===== src/rtl/gpio_port_ctrl_pkg.sv =====
// Shared register map and pad-direction encodings for the GPIO bank controller.
// Debounce counter sizing helper is used only when GPIO_DEBOUNCE_EN is defined.
package gpio_pkg;

    localparam int GPIO_ADDR_W = 3;

    localparam logic [GPIO_ADDR_W-1:0] GPIO_ADDR_DATA_OUT   = 3'd0;
    localparam logic [GPIO_ADDR_W-1:0] GPIO_ADDR_DIR        = 3'd1;
    localparam logic [GPIO_ADDR_W-1:0] GPIO_ADDR_DATA_IN    = 3'd2;
    localparam logic [GPIO_ADDR_W-1:0] GPIO_ADDR_RISE_EN    = 3'd3;
    localparam logic [GPIO_ADDR_W-1:0] GPIO_ADDR_FALL_EN    = 3'd4;
    localparam logic [GPIO_ADDR_W-1:0] GPIO_ADDR_IRQ_STATUS = 3'd5;

    localparam logic GPIO_DIR_IN  = 1'b1;
    localparam logic GPIO_DIR_OUT = 1'b0;

    function automatic int gpio_deb_cnt_w(input int deb_cycles);
        return (deb_cycles < 1) ? 1 : $clog2(deb_cycles + 1);
    endfunction

endpackage


===== src/rtl/gpio_port_ctrl_if.sv =====
// Register request/response channel between the bus fabric (master) and the GPIO controller (slave).
// Both directions use valid/ready; a response is held until consumed.
interface gpio_port_ctrl_if
    import gpio_pkg::*;
#(
    parameter int WIDTH = 8
) ();

    logic                   req_valid;
    logic                   req_ready;
    logic                   req_write;
    logic [GPIO_ADDR_W-1:0] req_addr;
    logic [WIDTH-1:0]       req_wdata;
    logic                   rsp_valid;
    logic                   rsp_ready;
    logic [WIDTH-1:0]       rsp_rdata;

    modport master (
        output req_valid, req_write, req_addr, req_wdata, rsp_ready,
        input  req_ready, rsp_valid, rsp_rdata
    );

    modport slave (
        input  req_valid, req_write, req_addr, req_wdata, rsp_ready,
        output req_ready, rsp_valid, rsp_rdata
    );

endinterface


===== src/rtl/gpio_port_ctrl_in_filter.sv =====
// One GPIO input bit: 2-flop synchronizer, optional debounce (GPIO_DEBOUNCE_EN), and edge detect.
// Edge outputs are combinational from the filtered value vs. its one-cycle-old copy; no backpressure.
module gpio_in_filter
    import gpio_pkg::*;
#(
    parameter int DEB_CYCLES = 4
) (
    input  logic clk,
    input  logic rst_n,
    input  logic y,
    input  logic dir,
    output logic out,
    output logic rise,
    output logic fall
);

    logic r_s1;
    logic r_s2;
    logic r_prev;
    logic w_filt;

    always_ff @(posedge clk or negedge rst_n) begin
        if (!rst_n) begin
            r_s1 <= 1'b0;
            r_s2 <= 1'b0;
        end else begin
            r_s1 <= y;
            r_s2 <= r_s1;
        end
    end

`ifdef GPIO_DEBOUNCE_EN
    localparam int CNT_W = gpio_deb_cnt_w(DEB_CYCLES);

    logic [CNT_W-1:0] r_cnt;
    logic             r_filt;

    // Count consecutive cycles of disagreement; any return to agreement restarts.
    always_ff @(posedge clk or negedge rst_n) begin
        if (!rst_n) begin
            r_cnt  <= '0;
            r_filt <= 1'b0;
        end else if (r_s2 == r_filt) begin
            r_cnt <= '0;
        end else if (r_cnt == CNT_W'(DEB_CYCLES - 1)) begin
            r_cnt  <= '0;
            r_filt <= r_s2;
        end else begin
            r_cnt <= r_cnt + 1'b1;
        end
    end

    assign w_filt = r_filt;
`else
    assign w_filt = r_s2;
`endif

    // prev always follows the filtered value, so a dir 0->1 switch sees prev == current.
    always_ff @(posedge clk or negedge rst_n) begin
        if (!rst_n) begin
            r_prev <= 1'b0;
        end else begin
            r_prev <= w_filt;
        end
    end

    assign out  = w_filt;
    assign rise = (dir == GPIO_DIR_IN) &  w_filt & ~r_prev;
    assign fall = (dir == GPIO_DIR_IN) & ~w_filt &  r_prev;

endmodule


===== src/rtl/gpio_port_ctrl.sv =====
// GPIO bank controller: register file, valid/ready register port, sticky edge IRQ (GPIO_DEBOUNCE_EN adds input debounce).
// Response one cycle after accept; req_ready = !rsp_valid || rsp_ready, so full throughput when responses drain.
module gpio_port_ctrl
    import gpio_pkg::*;
#(
    parameter int WIDTH      = 8,
    parameter int DEB_CYCLES = 4
) (
    input  logic               clk,
    input  logic               rst_n,
    gpio_port_ctrl_if.slave    bus,
    output logic [WIDTH-1:0]   gpio_a,
    output logic [WIDTH-1:0]   gpio_dir,
    input  logic [WIDTH-1:0]   gpio_y,
    output logic               irq
);

    logic [WIDTH-1:0] r_data_out;
    logic [WIDTH-1:0] r_dir;
    logic [WIDTH-1:0] r_rise_en;
    logic [WIDTH-1:0] r_fall_en;
    logic [WIDTH-1:0] r_irq_status;
    logic             r_rsp_valid;
    logic [WIDTH-1:0] r_rsp_rdata;

    logic [WIDTH-1:0] w_filt;
    logic [WIDTH-1:0] w_rise;
    logic [WIDTH-1:0] w_fall;
    logic [WIDTH-1:0] w_data_in;
    logic [WIDTH-1:0] w_irq_set;
    logic [WIDTH-1:0] w_irq_clr;
    logic [WIDTH-1:0] w_rdata;
    logic             w_accept;
    logic             w_wr;

    for (genvar i = 0; i < WIDTH; i++) begin : g_in
        gpio_in_filter #(
            .DEB_CYCLES (DEB_CYCLES)
        ) u_filt (
            .clk   (clk),
            .rst_n (rst_n),
            .y     (gpio_y[i]),
            .dir   (r_dir[i]),
            .out   (w_filt[i]),
            .rise  (w_rise[i]),
            .fall  (w_fall[i])
        );
    end

    assign bus.req_ready = !r_rsp_valid || bus.rsp_ready;
    assign w_accept      = bus.req_valid && bus.req_ready;
    assign w_wr          = w_accept && bus.req_write;

    // Output pins read back the driven value; Y is undefined while a cell drives.
    assign w_data_in = (r_dir & w_filt) | (~r_dir & r_data_out);

    always_comb begin
        w_rdata = '0;
        case (bus.req_addr)
            GPIO_ADDR_DATA_OUT:   w_rdata = r_data_out;
            GPIO_ADDR_DIR:        w_rdata = r_dir;
            GPIO_ADDR_DATA_IN:    w_rdata = w_data_in;
            GPIO_ADDR_RISE_EN:    w_rdata = r_rise_en;
            GPIO_ADDR_FALL_EN:    w_rdata = r_fall_en;
            GPIO_ADDR_IRQ_STATUS: w_rdata = r_irq_status;
            default:              w_rdata = '0;
        endcase
    end

    assign w_irq_set = (w_rise & r_rise_en) | (w_fall & r_fall_en);
    assign w_irq_clr = (w_wr && (bus.req_addr == GPIO_ADDR_IRQ_STATUS)) ? bus.req_wdata : '0;

    always_ff @(posedge clk or negedge rst_n) begin
        if (!rst_n) begin
            r_data_out <= '0;
            r_dir      <= {WIDTH{GPIO_DIR_IN}};
            r_rise_en  <= '0;
            r_fall_en  <= '0;
        end else if (w_wr) begin
            case (bus.req_addr)
                GPIO_ADDR_DATA_OUT: r_data_out <= bus.req_wdata;
                GPIO_ADDR_DIR:      r_dir      <= bus.req_wdata;
                GPIO_ADDR_RISE_EN:  r_rise_en  <= bus.req_wdata;
                GPIO_ADDR_FALL_EN:  r_fall_en  <= bus.req_wdata;
                default: ;
            endcase
        end
    end

    // Set is applied after clear so a coincident new edge keeps the bit.
    always_ff @(posedge clk or negedge rst_n) begin
        if (!rst_n) begin
            r_irq_status <= '0;
        end else begin
            r_irq_status <= (r_irq_status & ~w_irq_clr) | w_irq_set;
        end
    end

    always_ff @(posedge clk or negedge rst_n) begin
        if (!rst_n) begin
            r_rsp_valid <= 1'b0;
            r_rsp_rdata <= '0;
        end else if (w_accept) begin
            r_rsp_valid <= 1'b1;
            r_rsp_rdata <= bus.req_write ? '0 : w_rdata;
        end else if (bus.rsp_ready) begin
            r_rsp_valid <= 1'b0;
        end
    end

    assign bus.rsp_valid = r_rsp_valid;
    assign bus.rsp_rdata = r_rsp_rdata;
    assign gpio_a        = r_data_out;
    assign gpio_dir      = r_dir;
    assign irq           = |r_irq_status;

endmodule

===== src/flat_wrapper.sv =====
// flat-port wrapper written by rule: the top's interface ports become plain ports
module gpio_port_ctrl_flat import gpio_pkg::*;
#(
    parameter int WIDTH      = 8,
    parameter int DEB_CYCLES = 4
)
  (clk, rst_n, gpio_a, gpio_dir, gpio_y, irq, bus_req_valid, bus_req_write, bus_req_addr, bus_req_wdata, bus_rsp_ready, bus_req_ready, bus_rsp_valid, bus_rsp_rdata);
  gpio_port_ctrl_if #(.WIDTH(WIDTH)) bus_i ();
  input  logic clk;
  input  logic rst_n;
  output logic [WIDTH-1:0] gpio_a;
  output logic [WIDTH-1:0] gpio_dir;
  input  logic [WIDTH-1:0] gpio_y;
  output logic irq;
  input wire logic [$bits(bus_i.req_valid)-1:0] bus_req_valid;
  input wire logic [$bits(bus_i.req_write)-1:0] bus_req_write;
  input wire logic [$bits(bus_i.req_addr)-1:0] bus_req_addr;
  input wire logic [$bits(bus_i.req_wdata)-1:0] bus_req_wdata;
  input wire logic [$bits(bus_i.rsp_ready)-1:0] bus_rsp_ready;
  output wire logic [$bits(bus_i.req_ready)-1:0] bus_req_ready;
  output wire logic [$bits(bus_i.rsp_valid)-1:0] bus_rsp_valid;
  output wire logic [$bits(bus_i.rsp_rdata)-1:0] bus_rsp_rdata;
  assign bus_i.req_valid = bus_req_valid;
  assign bus_i.req_write = bus_req_write;
  assign bus_i.req_addr = bus_req_addr;
  assign bus_i.req_wdata = bus_req_wdata;
  assign bus_i.rsp_ready = bus_rsp_ready;
  assign bus_req_ready = bus_i.req_ready;
  assign bus_rsp_valid = bus_i.rsp_valid;
  assign bus_rsp_rdata = bus_i.rsp_rdata;
  gpio_port_ctrl #(.WIDTH(WIDTH), .DEB_CYCLES(DEB_CYCLES)) u_core (.clk(clk), .rst_n(rst_n), .bus(bus_i), .gpio_a(gpio_a), .gpio_dir(gpio_dir), .gpio_y(gpio_y), .irq(irq));
endmodule

===== config.mk =====
export PLATFORM = sky130hd
export DESIGN_NAME = gpio_port_ctrl_flat
export DESIGN_NICKNAME = d
export VERILOG_FILES = /design/src/rtl/gpio_port_ctrl_pkg.sv /design/src/rtl/gpio_port_ctrl_if.sv /design/src/rtl/gpio_port_ctrl_in_filter.sv /design/src/rtl/gpio_port_ctrl.sv /design/src/flat_wrapper.sv
export SDC_FILE = /design/constraint.sdc
export NUM_CORES = 1
export LEC_CHECK = 0
export BUFFER_PORTS_ARGS = -buffer_cell sky130_fd_sc_hd__buf_2
export CAP_MARGIN = 20
export CORE_ASPECT_RATIO = 1.5
export CORE_MARGIN = 2
export CORE_UTILIZATION = 50
export CTS_BUF_LIST = sky130_fd_sc_hd__clkbuf_16
export CTS_CLUSTER_SIZE = 8
export DETAILED_ROUTE_END_ITERATION = 6
export MAX_ROUTING_LAYER = met4
export PLACE_DENSITY = 0.76
export RECOVER_POWER = 50
export SYNTH_ARGS = -nofsm -noshare
export SYNTH_HDL_FRONTEND = slang
export SYNTH_HIERARCHICAL = 1
export SYNTH_SLANG_ARGS = --single-unit
export TNS_END_PERCENT = 30

===== constraint.sdc =====
create_clock -name clk -period 1.6 [get_ports clk]
set_input_delay 0.24 -clock clk [delete_from_list [all_inputs] [get_ports clk]]
set_output_delay 0.24 -clock clk [all_outputs]
set_load 0.01 [all_outputs]

==> flow_summary.yaml, run 1 <==
drt:
  avgViaCountPerCell: 5.70
  vias: 2241
  highest_layer: "met4"
  dr_wl_met2_um: 3650
  drt_iter0_markers: 168
  wl_per_cell_um: 18.2
  wl_met1_um: 2990
  drcViolationCount: 0
  wirelength_um: 7150
  drtAntennaViolNets: 0
  routed-wl-met3_um: 324
  first_pass_iters: 4
floorplan:
  initial_utilization_pct: 52.1
  die_area_mm2: 0.00711
  rows: 35
  fp.dieH_um: 102
  coreArea_mm2: 0.00617
  ios: 51
  dieWidth_um: 69.5
timing:
  finalSetupViolations: 0
  fin_crit_sh_pct: 96.4
  period_needed_ns: 1.54
  fin_tns_setup_ns: 0
  slew_headroom_pct: 59.3
  max_freq_mhz: 649
  finalHoldViolCount: 0
  skew_ns: 0.00409
  fin_ws_ns: 0.0584
  worstMarginPinSlew_ns: 0.611
  finalMaxSlewViolations: 0
cells_and_area:
  diodes: 0
  area_delta_synth_final_pct: 26.5
  n_fill_cell: 471
  final_common_cell: "dfrtp_1"
  drive_above_1_share_pct: 42.6
  nets: 338
  mostFrequentLayoutCells: "65 x dfrtp_1, 49 x buf_2, 32 x mux2_2"
clock_tree:
  path_clk_slew_ns: 0.05
  cts_buffers: 9
  cts_tree: "built"
  cts_setup_buffers: 0
  clk_path_buf_depth: 2
  htree_levels: 3
  cts_root_buf: "clkbuf_16"
  cts.sink_count: 73
  clk_latency_ns: 0.33
yosys:
  avgSynthCellArea_um2: 13.5
  synth.area.top_cells: "dfrtp_1 51%, mux2_2 11%, dfstp_2 6.5%"
  ys_seq_area_share_pct: 57.1
  yosys_register_bits: 73
  yosys.area.top_type: "dfrtp_1"
  synth_top_area_share_pct: 50.5
  synth_cell_type_count: 28
  yosysWarnings: 6
  syn_area_mm2: 0.00322
  syn-num-nets: 263
  netlist_instances: 239
status:
  status: "finished clean"
power_and_ir_drop:
  swShare_pct: 26.5
  p_int_mw: 4.33
  peakVddDrop_mv: 0.916
  pwr-share-seq_pct: 44.4
  p_switching_mw: 1.56
  pwr_density_cell_mw_per_mm2: 1450
  total_power_mw: 5.89
  clkPwrFrac_pct: 38.2
  power_frac_comb_pct: 17.5
  power_leakage_nw: 1.93
global_route:
  overflow: 0
  grt_pass1_vias: 2281
  grt_max_degree: 51
  antenna_found_initial: 0
  grtUsageTotal_pct: 23.2
  grt_pass1_wl_um: 11900
worst_setup_path:
  critPathKind: "flop to output port"
  critPathLaunchType: "flop"
  critical_path_arrival_ns: 1.30
  cp-end-kind: "output port"
  critPathMaxFanout: 3
  worstPathRequired_ns: 1.36
place:
  io_buffers: 50
  routabilityCongestion: 0.842
  detailed_place_hpwl_um: 4910
  dp_slack_ns: -0.0395
min_path:
  hp-class: "input pin to flop"
job:
  drv_cap: 0
## repair_timing
| action | CTS | global route |
|---|---|---|
| pin swaps | 0 | 1 |
| hold buffers | 1 | 4 |
| endpoints found under the setup margin | 11 | 34 |
| resized for setup | 1 | 3 |
| endpoints found under the hold margin | 20 | 4 |
## critical path, cell delays in order, from the launching register on
cell and delay (ns):
dfrtp_1 0.43, nor4_2 0.30, nand2_1 0.10, buf_2 0.15
## area by class of cell
| type | count | area, µm² | share of cell area, % |
|---|---|---|---|
| Inverter | 3 | 11.3 | 0.276 |
| Clock inverter | 7 | 109 | 2.67 |
| Clock buffer | 9 | 225 | 5.53 |
| Sequential cell | 73 | 1840 | 45.1 |
| Timing Repair Buffer | 75 | 479 | 11.8 |
| Multi-Input combinational cell | 152 | 1320 | 32.4 |
| Tap cell | 74 | 92.6 | 2.27 |
## stage by stage
stage | std cells | utilization (%) | cell area (µm²) | hold slack [ns]
finish | 393 | 66.0 | 4070 | 0.0140
detailed placement | 372 | 59.5 | 3680 | 0.168
CTS | 389 | 65.2 | 4030 | 0.00111
global placement | 372 | 59.5 | 3680 | 0.157
floorplan | 239 | - | 3220 | -0.0556
global route | 393 | 66.0 | 4070 | 0.00340
## metal layers
layer / global-route usage, % / vias to the layer above
met1: 28.0 / 1135
li1: - / 1031
met4: 10.6 / 0
met2: 37.4 / 62
met5: - / -
met3: 5.33 / 13
## power by group through the flow
stage | combinational (mW) | clock, mW | sequential, mW
detailed placement | 1.01 | 0 | 2.62
floorplan | 0.626 | 0 | 2.56
finish | 1.03 | 2.25 | 2.61
global route | 1.13 | 2.39 | 2.67
global placement | 0.977 | 0 | 2.60
CTS | 1.03 | 2.29 | 2.59
## cell families (layout without fill, tap and decap cells)
family / count (synthesis) / after routing / share of synthesized area [%]
AND/OR/NAND/NOR: 52 / 52 / 12.2
AO/OA/AOI/OAI: 46 / 46 / 9.25
flip-flops: 73 / 73 / 57.1
multiplexers: 54 / 54 / 18.8
buffers and inverters: 14 / 94 / 2.72
## Yosys cell counts
library cell  instances
nand2b_1              1
and3b_1              16
o21ai_0              16
nand4_1               1
a21boi_0              8
dfstp_2               8
buf_4                 2
buf_6                 3
nand3_1               2
nor3_4                3
mux2_2               32
nor4_1                2
a221o_1               8
nor2b_1               2
o22ai_1               6
clkbuf_1              2
a21oi_1               8
or3b_2                1
mux2i_1              20
dfrtp_1              65
nand2_1              13
nor4b_4               1
buf_2                 4
and2b_1               2
inv_1                 3
or2_0                 1
nand3b_1              7
mux4_2                2
## worst paths after layout
kind	from	endpoint	slack, ns	depth (start not counted)
max in group asynchronous	rst_n	u_core/gpio_dir[5]$_DFFE_PN1P_	0.28	3
worst min-delay path	gpio_y[5]	u_core/g_in[5].u_filt/r_s1$_DFF_PN0_	0.01	1
min in group asynchronous	rst_n	u_core/g_in[6].u_filt/out$_DFF_PN0_	0.45	2
worst max register to register	u_core/bus.rsp_valid$_DFFE_PN0P_	u_core/r_irq_status[6]$_DFF_PN0_	0.09	6
worst min register to register	u_core/g_in[2].u_filt/r_s1$_DFF_PN0_	u_core/g_in[2].u_filt/out$_DFF_PN0_	0.35	0
worst max-delay path	u_core/r_irq_status[5]$_DFF_PN0_	irq	0.06	3
## sequential cells by signal (all words and copies together), names as in the netlist
signal	flops
u_core/gpio_a	8
u_core/r_irq_status	8
u_core/g_in.u_filt/r_s1	8
u_core/r_rise_en	8
u_core/g_in.u_filt/r_prev	8
u_core/gpio_dir	8
u_core/bus.rsp_valid	1
u_core/bus.rsp_rdata	8
u_core/r_fall_en	8
u_core/g_in.u_filt/out	8
Note: power is estimated with default switching activity, not from simulation.
==> run 2, diff against run 1 <==
--- a/config.mk
+++ b/config.mk
@@ -8,13 +8,13 @@
 export BUFFER_PORTS_ARGS = -buffer_cell sky130_fd_sc_hd__buf_2
 export CAP_MARGIN = 20
 export CORE_ASPECT_RATIO = 1.5
-export CORE_MARGIN = 2
+export CORE_MARGIN = 4
 export CORE_UTILIZATION = 50
 export CTS_BUF_LIST = sky130_fd_sc_hd__clkbuf_16
 export CTS_CLUSTER_SIZE = 8
 export DETAILED_ROUTE_END_ITERATION = 6
 export MAX_ROUTING_LAYER = met4
-export PLACE_DENSITY = 0.76
+export PLACE_DENSITY = 0.75
 export RECOVER_POWER = 50
 export SYNTH_ARGS = -nofsm -noshare
 export SYNTH_HDL_FRONTEND = slang
==> flow_summary.yaml, run 2 (synthesized netlist as in run 1, its figures left out) <==
drt:
  wl_per_cell_um: 17.7
  drcViolationCount: 0
  wirelength_um: 6890
  first_pass_iters: 4
  vias: 2201
  drtAntennaViolNets: 0
  drt_iter0_markers: 147
  avgViaCountPerCell: 5.66
clock_tree:
  htree_levels: 3
  cts.sink_count: 73
  cts_root_buf: "clkbuf_16"
  cts_buffers: 9
  cts_tree: "built"
  clk_latency_ns: 0.32
  clk_path_buf_depth: 2
  path_clk_slew_ns: 0.05
timing:
  period_needed_ns: 1.54
  fin_crit_sh_pct: 96.2
  finalSetupViolations: 0
  skew_ns: 0.00459
  finalMaxSlewViolations: 0
  max_freq_mhz: 650
  slew_headroom_pct: 54.0
  hold_ws_ns: 0.0208
  worstMarginPinSlew_ns: 0.691
  finalHoldViolCount: 0
  rsz0062_at_grt: "no"
cells_and_area:
  drive_above_1_share_pct: 41.6
  final_common_cell: "dfrtp_1"
  diodes: 0
  n_fill_cell: 490
  mostFrequentLayoutCells: "65 x dfrtp_1, 49 x buf_2, 32 x mux2_2"
  nets: 334
  final_util_pct: 63.4
  area_delta_synth_final_pct: 22.5
power_and_ir_drop:
  power_leakage_nw: 1.88
  pwr_density_cell_mw_per_mm2: 1340
  peakVddDrop_mv: 0.756
floorplan:
  initial_utilization_pct: 51.8
  coreArea_mm2: 0.00622
  dieWidth_um: 73.5
  ios: 51
  die_area_mm2: 0.00781
  fp.dieH_um: 106
  rows: 35
global_route:
  grtUsageTotal_pct: 19.5
  grt_pass1_vias: 2272
  grt_pass1_wl_um: 11200
  antenna_found_initial: 0
  grt_max_degree: 34
  overflow: 0
min_path:
  hp-class: "input pin to flop"
  hold_path_end: "u_core/g_in[7].u_filt/r_s1$_DFF_PN0_"
  min-delay-start: "gpio_y[7]"
  hold-path-cell-count: 1
worst_setup_path:
  rr_endpoint: "u_core/r_rise_en[5]$_DFFE_PN0P_"
  critPathMaxFanout: 3
  timing.rr.start: "u_core/bus.rsp_valid$_DFFE_PN0P_"
  critPathKind: "flop to output port"
  worstPathRequired_ns: 1.36
  cp-end-kind: "output port"
  r2r_slack_ns: 0.12
  r2r_cells: 5
  critPathLaunchType: "flop"
  critical_path_arrival_ns: 1.30
place:
  routabilityCongestion: 0.838
  io_buffers: 50
  detailed_place_hpwl_um: 4830
job:
  drv_cap: 0
status:
  status: "finished clean"
## run 2: changes by cell type in the layout (fill, tap and decap cells not counted)
cell,previous run,this run
dlygate4sd3_1,5,1
bufinv_16,3,0
nor2b_1,2,1
inv_1,3,4
clkbuf_2,1,2
clkinv_1,1,4
nor4_1,0,2
nor2b_2,0,1
clkinv_2,3,2
nor4_2,2,0
buf_6,1,2
buf_4,17,15
## run 2: final cells by class
cell class	count	area, µm²	area share [%]
inverter	3	11.3	0.285
tap	74	92.6	2.35
timing repair buffer	71	440	11.2
sequential	73	1840	46.6
clock buffer	9	225	5.71
clock inverter	7	28.8	0.729
multi-input combinational	152	1310	33.2
## run 2: worst max-delay path by stage
stage,to,startpoint,slack [ns],depth (start not counted)
after floorplan,u_core/gpio_a[0]$_DFFE_PN0P_,u_core/bus.rsp_valid$_DFFE_PN0P_,-0.02,5
after global placement,u_core/bus.rsp_rdata[5]$_DFFE_PN0P_,bus_req_addr[0],0.04,6
after detailed placement,u_core/bus.rsp_rdata[2]$_DFFE_PN0P_,bus_req_addr[0],0.0009,6
after CTS,u_core/r_irq_status[5]$_DFF_PN0_,u_core/bus.rsp_valid$_DFFE_PN0P_,0.02,6
after global routing,irq,u_core/r_irq_status[6]$_DFF_PN0_,0.01,3
final,irq,u_core/r_irq_status[6]$_DFF_PN0_,0.06,3
## run 2: critical path, stage by stage (launching register included)
cell and delay [ns]:
dfrtp_1 0.40, nor4_1 0.32, nand2_1 0.11, buf_2 0.15
## run 2: timing repair
item	in CTS	in global routing
setup endpoints to repair	2	13
cloned	0	0
hold buffers	1	0
buffers inserted	0	0
pin swaps	0	1
resized for setup	1	4
hold endpoints to repair	21	0
## run 2: through the flow
stage | worst slack [ns] | std cells | total power [mW] | cell area [µm²] | TNS, ns
finish | 0.0615 | 389 | 5.30 | 3950 | 0
global route | 0.0136 | 389 | 5.59 | 3950 | 0
CTS | 0.0205 | 389 | 5.35 | 3930 | 0
detailed placement | 0.000885 | 372 | 3.62 | 3660 | 0
global placement | 0.0434 | 372 | 3.58 | 3660 | 0
floorplan | -0.0214 | 239 | 3.18 | 3220 | -0.172
## run 2: layer usage
layer	track usage [%]	wire, µm
met1	24.8	2900
met2	30.5	3530
met3	2.65	280
met4	9.33	176
met5	-	0
## run 2: power breakdown
group	total [mW]	switching, mW	leakage [nW]	internal, mW
logic	1.01	0.436	0.879	0.570
registers	2.58	0.343	0.870	2.24
clock network	1.71	0.693	0.130	1.01
